===== src/rtl/uart_tx_wrapper.sv =====
// uart_tx_wrapper: 32-bit word FIFO feeding an 8N1 UART transmitter, bytes sent LSB first
module uart_tx_wrapper #(
  parameter int CLKS_PER_BIT = 868,
  parameter int FIFO_DEPTH   = 4
) (
  input  logic        clk,
  input  logic        reset_n,
  input  logic        data_valid,
  input  logic [31:0] data_in,
  output logic        ready,
  output logic        io_tx,
  output logic        busy
);
  localparam int AW = FIFO_DEPTH > 1 ? $clog2(FIFO_DEPTH) : 1;
  localparam int BW = $clog2(CLKS_PER_BIT);
  typedef enum logic [1:0] {IDLE, START, DATA, STOP} state_t;
  state_t        state;
  logic [31:0]   mem [FIFO_DEPTH];
  logic [AW-1:0] wr_ptr, rd_ptr;
  logic [AW:0]   count;
  logic [31:0]   shreg;
  logic [BW-1:0] baud;
  logic [2:0]    bit_idx;
  logic [1:0]    byte_idx;
  logic          push, pop, bit_end;
  assign ready   = count != (AW+1)'(FIFO_DEPTH);
  assign push    = data_valid & ready;
  assign pop     = (state == IDLE) & (count != '0);
  assign bit_end = baud == BW'(CLKS_PER_BIT - 1);
  // word storage; emptiness is tracked by count, so the array needs no reset
  always_ff @(posedge clk)
    if (push) mem[wr_ptr] <= data_in;
  // FIFO pointers and occupancy; push and pop may coincide
  always_ff @(posedge clk or negedge reset_n)
    if (!reset_n) begin
      wr_ptr <= '0;
      rd_ptr <= '0;
      count  <= '0;
    end else begin
      if (push) wr_ptr <= (wr_ptr == AW'(FIFO_DEPTH - 1)) ? '0 : wr_ptr + 1'b1;
      if (pop) rd_ptr <= (rd_ptr == AW'(FIFO_DEPTH - 1)) ? '0 : rd_ptr + 1'b1;
      count <= count + (AW+1)'(push) - (AW+1)'(pop);
    end
  // transmit FSM; io_tx is registered from the current state, one clock behind it
  always_ff @(posedge clk or negedge reset_n)
    if (!reset_n) begin
      state    <= IDLE;
      io_tx    <= 1'b1;
      shreg    <= '0;
      baud     <= '0;
      bit_idx  <= '0;
      byte_idx <= '0;
    end else begin
      baud <= (state == IDLE || bit_end) ? '0 : baud + 1'b1;
      case (state)
        IDLE: begin
          io_tx <= 1'b1;
          if (pop) begin
            shreg    <= mem[rd_ptr];
            byte_idx <= '0;
            state    <= START;
          end
        end
        START: begin
          io_tx <= 1'b0;
          if (bit_end) begin
            bit_idx <= '0;
            state   <= DATA;
          end
        end
        DATA: begin
          io_tx <= shreg[0];
          if (bit_end) begin
            shreg   <= shreg >> 1;
            bit_idx <= bit_idx + 1'b1;
            if (bit_idx == 3'd7) state <= STOP;
          end
        end
        STOP: begin
          io_tx <= 1'b1;
          if (bit_end) begin
            if (byte_idx != 2'd3) begin
              byte_idx <= byte_idx + 1'b1;
              state    <= START;
            end else state <= IDLE;
          end
        end
        default: state <= IDLE;
      endcase
    end
  // busy flag registered from FSM state and FIFO occupancy
  always_ff @(posedge clk or negedge reset_n)
    if (!reset_n) busy <= 1'b0;
    else busy <= (state != IDLE) | (count != '0);
endmodule


===== config.mk =====
export PLATFORM = sky130hd
export DESIGN_NAME = uart_tx_wrapper
export DESIGN_NICKNAME = d
export VERILOG_FILES = /design/src/rtl/uart_tx_wrapper.sv
export SDC_FILE = /design/constraint.sdc
export NUM_CORES = 1
export LEC_CHECK = 0
export BUFFER_PORTS_ARGS = -buffer_cell sky130_fd_sc_hd__buf_2
export CAP_MARGIN = 20
export CORE_MARGIN = 1
export CORE_UTILIZATION = 60
export CTS_CLUSTER_SIZE = 25
export DETAILED_ROUTE_END_ITERATION = 8
export PLACE_DENSITY = 0.83
export SLEW_MARGIN = 20
export SYNTH_ARGS = -nofsm -noshare
export SYNTH_HDL_FRONTEND = slang
export SYNTH_SLANG_ARGS = --single-unit

===== constraint.sdc =====
create_clock -name clk -period 2.45 [get_ports clk]
set_input_delay 0.1225 -clock clk [delete_from_list [all_inputs] [get_ports clk]]
set_output_delay 0.1225 -clock clk [all_outputs]
set_load 0.05 [all_outputs]

==> out/qor.yml <==
status:
  outcome: "completed"
cells_and_area:
  final_common_cell: "edfxtp_1"
  num_antenna_cells: 0
  layout.nets: 547
  regArea_sq_um: 5298
  drive_gt1_frac: 0.3531
  multi_input_comb_area_sq_um: 2337
  fillCellCount: 758
  area_delta_synth_final_pct: 16.59
  finalInstanceArea_sq_um: 9120
  most-common-layout-cells: "128 x edfxtp_1, 56 x dfrtp_1, 39 x mux2_2, 37 x buf_2, 33 x dlygate4sd3_1"
power_and_ir_drop:
  power_frac_comb: 0.112
  p_sw_uw: 1794
  power_density_nw_per_um2: 824.5
  max-vdd-ir-drop_mv: 0.7510
  leakage_uw: 0.003449
  pwr-share-clk: 0.350
  p_int_uw: 5725
  netSwitchingFraction: 0.2386
  power_frac_seq: 0.538
global_routing:
  grt_max_degree: 42
  grtUsageTotal: 0.2247
  gr-total-overflow: 0
  grt_pass1_wl_mm: 21.88
  grt_pass1_vias: 4262
  antenna_found_initial: 0
drt:
  dr.pass1.iters: 4
  viasPerCell: 5.767
  drtAntennaViolNets: 0
  dr.first_iter.drc_count: 204
  drc: 0
  wl_per_cell_microns: 19.81
  drt_wl_total_mm: 13.45
  num_vias: 3916
flow_run:
  maxCapViolCount: 0
floorplanning:
  die_area_sq_um: 13500
  start_util: 0.6174
  design.core.area_sq_um: 12670
  rows: 41
  die_w_microns: 116.2
  io_pins: 38
  die_h_microns: 116.2
yosys:
  ys_types: 45
  netlist.area_leader.share: 0.4914
  synth_edf_count: 128
  synth_top_family_by_area: "multiplexers"
  ys_seq_area_frac: 0.6771
  synth_fa_ha_area_frac: 0.02975
  synth_top_flop_cell: "edfxtp_1"
  synth_cells: 410
  syn_nets: 463
  synth-simple-area-share: 0.03519
  netlist_area_sq_um: 7823
  yosys-mux-area-fraction: 0.2001
  syn-mean-instance-area_sq_um: 19.08
  synth-compound-area-share: 0.02175
  synth_seq_cells: 186
  async_flop_share: 0.3118
  yosysWarnings: 0
  synth_top_area_cell: "edfxtp_1"
  ys_top_cells_by_area: "edfxtp_1 49%, dfrtp_1 18%, mux4_2 8.1%"
  synthXorXnorAreaFrac: 0.01008
timing:
  clock.fmax_mhz: 450.0
  finalCritPeriodShare: 0.9070
  rsz0062_at_grt: "false"
  timing.final.crit_period_ns: 2.222
  hold_viol_final: 0
  worst_slew_pin_slew_ns: 0.9234
  setup_violations: 0
  slew_viol_final: 0
  clock_skew_ns: 0.009367
  relSlewSlack: 0.3844
  tns_ns: 0
critical_path:
  startpoint_type: "flip-flop"
  cp_max_fo: 31
  crit_path_end_kind: "flip-flop"
  cp_data_required_time_ns: 2.75
  crit_type: "flip-flop to flip-flop"
  cp.arrival_ns: 2.52
placed_design:
  placed_area_sq_um: 8214
  post-dp-hpwl_mm: 7.704
  io_buffer_count: 37
  routabilityCongestion: 0.7483
clock_network:
  cts.htree.levels: 4
  cts_root_buffer: "clkbuf_16"
  clock-sinks: 186
  path_clk_slew_ns: 0.07
  tritoncts: "done"
  clk_path_buf_depth: 2
  cts_buffers: 17
  clkLatencyLatePin_ns: 0.42
  postCtsSetupBuffers: 0
min_path:
  hold_path.class: "input pin to flip-flop"
[repair_timing]
item	CTS	global route
setup endpoints to repair	0	1
endpoints found under the hold margin	167	0
gates resized for setup	0	1
hold buffers	33	0
[flip-flops by register name, summed over array words and instances (netlist names)]
name      flops
state         2
bit_idx       3
shreg        32
baud         10
count         3
byte_idx      2
rd_ptr        2
mem         128
io_tx         1
wr_ptr        2
busy          1
[cells in the mapped netlist (all sizes together), types with 6 or more instances]
| cell type | instances |
|---|---|
| clkbuf | 9 |
| nor3 | 9 |
| mux2 | 65 |
| and3 | 7 |
| xor2 | 6 |
| ha | 17 |
| buf | 9 |
| inv | 13 |
| dfrtp | 57 |
| edfxtp | 128 |
| nor2 | 7 |
| mux4 | 32 |
[layout make-up]
type,count,area share
repair buffers,83,0.07134
flip-flops and latches,186,0.5809
clock inverters,10,0.01152
inverters,13,0.005351
multi-input cells,193,0.2563
well taps,172,0.02360
clock buffers,22,0.05104
[worst max-delay path, stage by stage (launching register included)]
cell     delay, ns
dfrtp_1       0.43
inv_1         0.17
ha_1          0.23
buf_4         0.21
nor4b_4       0.47
a21oi_4       0.06
buf_12        0.22
mux2_4        0.31
[final timing paths]
path | startpoint | end | slack, ns | depth (start not counted)
worst max-delay path | state[0] | shreg[17] | 0.23 | 7
worst min-delay path | data_valid | wr_ptr[1] | 0.19 | 3
worst max register to register | state[0] | shreg[17] | 0.23 | 7
worst min register to register | baud[0] | baud[0] | 0.49 | 1
max in group asynchronous | reset_n | shreg[20] | 1.28 | 3
min in group asynchronous | reset_n | shreg[7] | 0.37 | 2
[cell families after synthesis]
family | after synthesis
AO/OA/AOI/OAI | 23
XOR/XNOR | 9
adder cells (fa/ha/maj) | 18
buffers and inverters | 31
flip-flops | 186
multiplexers | 97
AND/OR/NAND/NOR | 46
[power by group through the flow]
stage	Combinational [uW]	Sequential, uW	Clock [uW]
3_3_place_gp	775	4060	0
6_report	844	4040	2630
2_1_floorplan	523	4060	0
5_1_grt	925	4080	2800
3_5_place_dp	810	4100	0
4_1_cts	858	4040	2670
[metrics by stage]
step | utilization | total power (uW) | hold WS, ns | cells | setup slack [ns]
after global routing | 0.7198 | 7802 | 0.2145 | 679 | 0.03835
final | 0.7198 | 7519 | 0.1876 | 679 | 0.2279
after floorplan | - | 4578 | -0.1731 | 410 | 0.1847
after detailed placement | 0.6483 | 4911 | 0.3142 | 614 | 0.1773
after CTS | 0.7194 | 7572 | 0.1748 | 679 | 0.07825
after global placement | 0.6483 | 4833 | 0.3119 | 614 | 0.3211
[layer usage]
layer  share of wire  vias to the layer above  wire, microns  GRT usage
li1                -                     1777              -          -
met1            0.42                     2055           5679     0.2831
met2            0.52                       66           7046     0.3762
met3           0.033                       18            440    0.05760
met4           0.021                        0            288    0.08974
met5               0                        -              0          0
Power figures use the tool's default switching activity.
